**src/rtl/cat_if_pkg.sv**
```systemverilog
// Shared definitions for the AD9361 (Catalina) SISO sample-bus emulator:
// source-mode encodings, default widths and the I/Q slot encoding.
package cat_if_pkg;

    localparam int DEF_WIDTH = 12;
    localparam int DEF_CNT_W = 16;

    localparam logic [1:0] MODE_STREAM = 2'd0;
    localparam logic [1:0] MODE_RAMP   = 2'd1;
    localparam logic [1:0] MODE_ZERO   = 2'd2;

    // Bus phase: the I word travels with frame high, the Q word with frame low.
    typedef enum logic {
        I_SLOT = 1'b0,
        Q_SLOT = 1'b1
    } slot_t;

endpackage

```
**src/rtl/cat_bus_deframer.sv**
```systemverilog
// Deframes the FPGA-to-Catalina SISO stream back into I/Q pairs, tracks
// alignment lock and counts framing violations.
module cat_bus_deframer
    import cat_if_pkg::*;
#(
    parameter int WIDTH      = DEF_WIDTH,
    parameter int CNT_W      = DEF_CNT_W,
    parameter int LOCK_PAIRS = 4
) (
    input  logic             clk,
    input  logic             reset,
    input  logic             tx_frame,
    input  logic [WIDTH-1:0] tx_data,
    output logic [WIDTH-1:0] m_i,
    output logic [WIDTH-1:0] m_q,
    output logic             m_valid,
    output logic             locked,
    output logic [CNT_W-1:0] frame_err_cnt
);

    localparam int RUN_W = $clog2(LOCK_PAIRS + 1);

    logic             prev_valid;
    logic             prev_frame;
    logic [WIDTH-1:0] prev_data;
    logic [RUN_W-1:0] good_run;
    logic             pair_good;
    logic             frame_viol;

    // prev_valid masks the first cycle after reset, which has no history.
    assign pair_good  = prev_valid && prev_frame && !tx_frame;
    assign frame_viol = prev_valid && (prev_frame == tx_frame);

    always_ff @(posedge clk) begin
        if (reset) begin
            prev_valid    <= 1'b0;
            prev_frame    <= 1'b0;
            prev_data     <= '0;
            m_i           <= '0;
            m_q           <= '0;
            m_valid       <= 1'b0;
            locked        <= 1'b0;
            good_run      <= '0;
            frame_err_cnt <= '0;
        end else begin
            prev_valid <= 1'b1;
            prev_frame <= tx_frame;
            prev_data  <= tx_data;
            m_valid    <= pair_good;

            if (pair_good) begin
                m_i <= prev_data;
                m_q <= tx_data;
                if (good_run != RUN_W'(LOCK_PAIRS)) begin
                    good_run <= good_run + RUN_W'(1);
                end
                if (good_run == RUN_W'(LOCK_PAIRS - 1)) begin
                    locked <= 1'b1;
                end
            end

            if (frame_viol) begin
                good_run <= '0;
                locked   <= 1'b0;
                if (frame_err_cnt != '1) begin
                    frame_err_cnt <= frame_err_cnt + CNT_W'(1);
                end
            end
        end
    end

endmodule

```
**src/rtl/cat_bus_emulator.sv**
```systemverilog
// Catalina end of the 12-bit SISO sample bus: I/Q source toward the FPGA
// (stream, ramp or zero) plus the deframer for the returning stream.
module cat_bus_emulator
    import cat_if_pkg::*;
#(
    parameter int WIDTH      = DEF_WIDTH,
    parameter int CNT_W      = DEF_CNT_W,
    parameter int LOCK_PAIRS = 4
) (
    input  logic             clk,
    input  logic             reset,
    input  logic [1:0]       mode,
    input  logic [WIDTH-1:0] s_i,
    input  logic [WIDTH-1:0] s_q,
    input  logic             s_valid,
    output logic             s_ready,
    output logic             rx_frame,
    output logic [WIDTH-1:0] rx_data,
    input  logic             tx_frame,
    input  logic [WIDTH-1:0] tx_data,
    output logic [WIDTH-1:0] m_i,
    output logic [WIDTH-1:0] m_q,
    output logic             m_valid,
    output logic             locked,
    output logic [CNT_W-1:0] underflow_cnt,
    output logic [CNT_W-1:0] frame_err_cnt
);

    slot_t            phase;
    slot_t            phase_nxt;
    logic             frame_nxt;
    logic [WIDTH-1:0] data_nxt;
    logic [WIDTH-1:0] q_hold;
    logic [WIDTH-1:0] q_hold_nxt;
    logic [WIDTH-1:0] ramp;
    logic [WIDTH-1:0] ramp_nxt;
    logic [CNT_W-1:0] underflow_nxt;

    // Stream handshake: a sample transfers on an edge where s_valid and
    // s_ready are both high. s_ready does not depend on s_valid and is high
    // only in I_SLOT of stream mode; the bus never stalls, so an I_SLOT
    // without s_valid sends zeros and counts an underflow.
    assign s_ready = (phase == I_SLOT) && (mode == MODE_STREAM) && !reset;

    always_ff @(posedge clk) begin
        if (reset) begin
            phase         <= I_SLOT;
            rx_frame      <= 1'b0;
            rx_data       <= '0;
            q_hold        <= '0;
            ramp          <= '0;
            underflow_cnt <= '0;
        end else begin
            phase         <= phase_nxt;
            rx_frame      <= frame_nxt;
            rx_data       <= data_nxt;
            q_hold        <= q_hold_nxt;
            ramp          <= ramp_nxt;
            underflow_cnt <= underflow_nxt;
        end
    end

    // Mode is looked at only in I_SLOT so both words of a pair share a source.
    always_comb begin
        phase_nxt     = (phase == I_SLOT) ? Q_SLOT : I_SLOT;
        frame_nxt     = 1'b0;
        data_nxt      = q_hold;
        q_hold_nxt    = q_hold;
        ramp_nxt      = ramp;
        underflow_nxt = underflow_cnt;

        if (phase == I_SLOT) begin
            frame_nxt  = 1'b1;
            data_nxt   = '0;
            q_hold_nxt = '0;
            case (mode)
                MODE_STREAM: begin
                    if (s_valid) begin
                        data_nxt   = s_i;
                        q_hold_nxt = s_q;
                    end else if (underflow_cnt != '1) begin
                        underflow_nxt = underflow_cnt + CNT_W'(1);
                    end
                end
                MODE_RAMP: begin
                    data_nxt   = ramp;
                    q_hold_nxt = ~ramp;
                    ramp_nxt   = ramp + WIDTH'(1);
                end
                default: begin
                    data_nxt   = '0;
                    q_hold_nxt = '0;
                end
            endcase
        end
    end

    cat_bus_deframer #(
        .WIDTH      (WIDTH),
        .CNT_W      (CNT_W),
        .LOCK_PAIRS (LOCK_PAIRS)
    ) u_deframer (
        .clk           (clk),
        .reset         (reset),
        .tx_frame      (tx_frame),
        .tx_data       (tx_data),
        .m_i           (m_i),
        .m_q           (m_q),
        .m_valid       (m_valid),
        .locked        (locked),
        .frame_err_cnt (frame_err_cnt)
    );

endmodule
```
**config.mk**
```make
export PLATFORM = sky130hd
export DESIGN_NAME = cat_bus_emulator
export DESIGN_NICKNAME = d
export VERILOG_FILES = /design/src/rtl/cat_if_pkg.sv /design/src/rtl/cat_bus_deframer.sv /design/src/rtl/cat_bus_emulator.sv
export SDC_FILE = /design/constraint.sdc
export NUM_CORES = 1
export LEC_CHECK = 0
export BUFFER_PORTS_ARGS = -buffer_cell sky130_fd_sc_hd__buf_2
export CORE_UTILIZATION = 40
export DETAILED_ROUTE_END_ITERATION = 10
export SLEW_MARGIN = 20
export SYNTH_ARGS = -nofsm -noshare
export SYNTH_HDL_FRONTEND = slang
export SYNTH_HIERARCHICAL = 1
export SYNTH_SLANG_ARGS = --single-unit
```
**constraint.sdc**
```tcl
create_clock -name clk -period 2.35 [get_ports clk]
set_input_delay 0.1175 -clock clk [delete_from_list [all_inputs] [get_ports clk]]
set_output_delay 0.1175 -clock clk [all_outputs]
set_load 0.01 [all_outputs]
```
Word level (Yosys, flattened, before mapping) --
Cells that the tools add are included.
Cells by class: $add $sub $neg 4, reduce and logical (&&, ||, !) cells 14, bitwise operators 3, eq/ne operators 6, muxes and demuxes 7
Operator list (count):
- $pmux W12 S2 | 2
- $mux W12 | 3
- $add A16 B1 Y16 const B | 2
- $ne A16 B16 Y1 const B | 2
- $add A12 B1 Y12 const B | 1
- $not A12 Y12 | 1
- $reduce_and A2 Y1 | 4
- $logic_and A1 B1 Y1 | 5
- $reduce_and A4 Y1 | 1
- $add A3 B1 Y3 const B | 1
- $eq A3 B2 Y1 const B | 1
- $ne A3 B3 Y1 const B | 1
- $eq A2 B1 Y1 const B | 1
- $logic_not A1 Y1 | 2
- $logic_not A2 Y1 | 1
- $mux W1 | 2
- $not A1 Y1 | 2
- $reduce_or A2 Y1 | 1
- $eq A1 B1 Y1 | 1
Word-level totals: output and inout port bits 72, register bits after elaboration 112, bits of input ports 42, word-level logic and storage cells 48

Logic depth before layout (Yosys ltp) --
depth after elaboration 3, mapped depth 6, gate-level depth less buffers 5

By module --
The synthesis kept the hierarchy.
Modules (own cells, without submodules):
- cat_bus_emulator | cells each 272, area an instance 2361.0 um^2, sequential area each 1061.0 um^2, times used 1
- cat_bus_deframer | cells each 257, area an instance 2287.2 um^2, sequential area each 1181.1 um^2, times used 1

Worst setup path before layout --
OpenSTA, ideal clock, no wires.
path type register to register, start register phase, end register underflow_cnt[15], period minus slack after synthesis 1758 ps, buffers on the path 0, setup time 121 ps, required time 2229 ps, cell stages (with the launch flop) 5, data arrival time 1637 ps, slack 592 ps, cells stage by stage dfxtp_1 > nor4_4 > nand4_4 > nor4b_1 > mux2_2
Between the ends: cells in the longest elaborated chain, start to end 2
RTL lines:
- start, declared | line cat_bus_emulator.sv:29 | slot_t phase;
- start signal, assigned | line cat_bus_emulator.sv:54 | phase <= phase_nxt;
- $not A1 Y1 (no line)
- $reduce_and A4 Y1 (no line)
- end signal, assigned | line cat_bus_emulator.sv:59 | underflow_cnt <= underflow_nxt;
- end, declared | line cat_bus_emulator.sv:25 | output logic [CNT_W-1:0] underflow_cnt,
Every way passes these cells. A chain may end at the register's enable or synchronous reset.

Final worst setup path --
start register underflow_cnt[0], end register underflow_cnt[15]
Between the ends: cells in the longest elaborated chain, start to end 2, elaborated cells between the ends (all ways) 3, those cells by class add/sub (1); eq/ne (1); reduce/logical (1)
RTL lines:
- parallel branches: the longest is 2 deep, another holds $add A16 B1 Y16
Parallel ways; which one is timed is not known.

==> flow_metrics.env <==
export IMPL_status="finished clean"
export IMPL_postCtsResizedCells=0
export IMPL_final_common_cell="buf_2"
export IMPL_seqPwrFrac_pct=53.1
export IMPL_ys_flop_type="dfxtp_1"
export IMPL_grt_pass1_vias=3788
export IMPL_drv_cap=0
export IMPL_cts_htree_levels=3
export IMPL_drt_total_wl_um=11160
export IMPL_dr_first_iter_drc_count=175
export IMPL_hold_path_end="rx_data[7]"
export IMPL_irDropWorstVdd_uv=413.6
export IMPL_grt_overflow=0
export IMPL_place_ws_ns=0.4799
export IMPL_drt_pass1_iterations=6
export IMPL_synthArstFlopShare_pct=0
export IMPL_syn_inst=529
export IMPL_diodes=0
export IMPL_clk_pin_slew_ns=0.07
export IMPL_syn_mean_instance_area_um2=8.787
export IMPL_synth_compound_area_share_pct=15.37
export IMPL_ys_warn_count=6
export IMPL_nets=718
export IMPL_ios=114
export IMPL_grtUsageTotal_pct=19.02
export IMPL_rows=39
export IMPL_hpwl_um=7472
export IMPL_final_setup_worst_slack_ns=0.4742
export IMPL_insertion_delay_ns=0.35
export IMPL_setup_tns_ns=0
export IMPL_timing_rr_end="underflow_cnt[15]"
export IMPL_wl_per_cell_um=13.64
export IMPL_cts_tree="yes"
export IMPL_leakage_nw=2.419
export IMPL_cp_start_kind="register"
export IMPL_p_comb_share_pct=6.7
export IMPL_period_needed_ns=1.876
export IMPL_rsz0062_at_grt="false"
export IMPL_p_sw_share_pct=24.22
export IMPL_rr_worst_depth=5
export IMPL_synth_edf_count=0
export IMPL_internal_power_mw=2.802
export IMPL_tightest_slew_ns=0.7119
export IMPL_netlist_area_um2=4648
export IMPL_syn_to_final_growth_pct=28.24
export IMPL_ys_seq_elements=112
export IMPL_path_class="register to register"
export IMPL_hold_buffers=31
export IMPL_arrival_ns=2.12
export IMPL_cts_num_sinks=112
export IMPL_period_share_pct=79.82
export IMPL_hp_start="s_i[7]"
export IMPL_layout_drive_gt1_share_pct=23.11
export IMPL_cp_required_ns=2.60
export IMPL_hp_class="input port to register"
export IMPL_muxShareOfSynthArea_pct=1.857
export IMPL_synth_xor_area_share_pct=2.100
export IMPL_clockPowerShare_pct=40.1
export IMPL_cts_buffer_depth=2
export IMPL_cts_buffers=9
export IMPL_synth_top_family_by_area="simple AND/OR/NAND/NOR gates"
export IMPL_ys_types=48
export IMPL_antenna_found_initial=0
export IMPL_num_vias=4274
export IMPL_place_congestion=0.7675
export IMPL_die_w_um=109.8
export IMPL_grt_pass1_wl_um=18010
export IMPL_nFillCells=1082
export IMPL_skew_ns=0.008448
export IMPL_critPathCaptureType="register"
export IMPL_finalHoldViolCount=0
export IMPL_core_area_um2=11370
export IMPL_yosysSeqAreaShare_pct=48.24
export IMPL_fmax_ghz=0.5331
export IMPL_setup_violations=0
export IMPL_grt_max_degree=50
export IMPL_post_cts_buffers=0
export IMPL_slew_headroom_pct=52.14
export IMPL_holdPathStages=3
export IMPL_r2r_setup_slack_ns=0.47
export IMPL_drc=0
export IMPL_cts_root_buf="clkbuf_16"
export IMPL_final_max_slew_violation_count=0
export IMPL_worstPathMaxFanout=9
export IMPL_synth_simple_area_share_pct=28.16
export IMPL_start_util_pct=40.88
export IMPL_rr_startpoint="underflow_cnt[0]"
export IMPL_vias_per_cell=5.225
export IMPL_synth_nets=577
export IMPL_die_area_um2=12060
export IMPL_die_h_um=109.8
export IMPL_power_density_nw_per_um2=620.4
export IMPL_synthAdderAreaFrac_pct=1.615
export IMPL_switching_power_uw=895.7
export IMPL_port_buffer_count=113
export IMPL_layout_common_cells="buf_2 (113), dfxtp_1 (112), nand2_1 (101)"
export IMPL_ant_nets=0
## cells in the mapped netlist (4+ instances only)
cell type,count,share of area (%)
nand3_1,17,1.8
nor2b_1,20,2.7
or4_1,12,1.9
o31ai_1,14,2.3
xor2_1,4,0.75
inv_1,10,0.81
nor2_1,18,1.5
clkbuf_1,18,1.5
or3_1,14,1.9
a21oi_1,58,6.2
and4_1,5,0.94
dfxtp_1,112,48
nand4_1,10,1.3
nor3_1,9,0.97
xnor2_1,4,0.75
ha_1,6,1.6
o211ai_1,7,1.1
nand2_1,101,8.2
mux2_2,5,1.2
and2_1,4,0.54
o21ai_0,24,2.6
nor4_2,4,1.1
and3_1,6,0.81
a22oi_1,10,1.6
## metrics by stage
step | utilization, % | hold slack (ns) | power (mW) | instance area, um^2 | std cells
after floorplan | - | 0.2165 | 2.124 | 4648 | 529
after global placement | 47.20 | 0.3156 | 2.215 | 5366 | 771
after detailed placement | 47.20 | 0.3174 | 2.220 | 5366 | 771
after CTS | 52.43 | 0.0009644 | 3.734 | 5961 | 818
after global routing | 52.43 | 0.0006563 | 3.854 | 5961 | 818
final | 52.43 | 0.008969 | 3.698 | 5961 | 818
## how the worst max path moves through the flow
stage                          start  depth (start not counted)           endpoint  slack, ns
detailed placement  underflow_cnt[0]                          5  underflow_cnt[15]       0.48
finish              underflow_cnt[0]                          5  underflow_cnt[15]       0.47
global placement               phase                          5         rx_data[0]       0.52
global route        underflow_cnt[0]                          5  underflow_cnt[15]       0.31
floorplan                      phase                          4  underflow_cnt[15]       0.59
CTS                 underflow_cnt[0]                          5  underflow_cnt[15]       0.45
## worst max-delay path, cell delays in order (launching register included)
cell,delay (ns)
dfxtp_1,0.39
ha_1,0.23
inv_1,0.07
nor4_2,0.66
nor4b_1,0.13
mux2_2,0.29
## sequential cells by signal, indices dropped and copies added, names as in the netlist, 3 cells and up
register,flops
u_deframer/m_q,12
q_hold,12
ramp,12
u_deframer/good_run,3
u_deframer/frame_err_cnt,16
u_deframer/m_i,12
underflow_cnt,16
rx_data,12
u_deframer/prev_data,12
## cell families after synthesis
| family | Yosys count |
|---|---|
| adders and majority gates | 6 |
| buffers and inverters | 32 |
| AOI/OAI and AO/OA | 121 |
| DFF | 112 |
| and+or+nand+nor | 241 |
| xor gates and xnor gates | 9 |
| muxes | 8 |
## layout make-up
class	instances	area [um^2]	share of cell area [%]
clock inverter	7	58.81	0.9866
inverter	10	37.54	0.6297
clock buffer	9	225.2	3.778
sequential	112	2242	37.62
tap	143	178.9	3.002
timing repair buffer	152	935.9	15.70
multi-input combinational	385	2282	38.29
## routing by layer
| metal | share of wire (%) | track usage (%) | up-vias |
|---|---|---|---|
| li1 | - | - | 2173 |
| met3 | 4.2 | 3.616 | 17 |
| met1 | 48 | 25.10 | 1978 |
| met2 | 46 | 30.04 | 106 |
| met5 | 0 | 0 | - |
| met4 | 2.0 | 8.476 | 0 |
## power groups by stage
| stage | Combinational [mW] | Sequential [mW] | Clock, mW |
|---|---|---|---|
| 2_1_floorplan | 0.109 | 2.01 | 0 |
| 3_3_place_gp | 0.206 | 2.01 | 0 |
| 3_5_place_dp | 0.210 | 2.01 | 0 |
| 4_1_cts | 0.250 | 1.97 | 1.52 |
| 5_1_grt | 0.278 | 1.97 | 1.60 |
| 6_report | 0.250 | 1.97 | 1.48 |
Note: power is estimated with default switching activity, not from simulation.
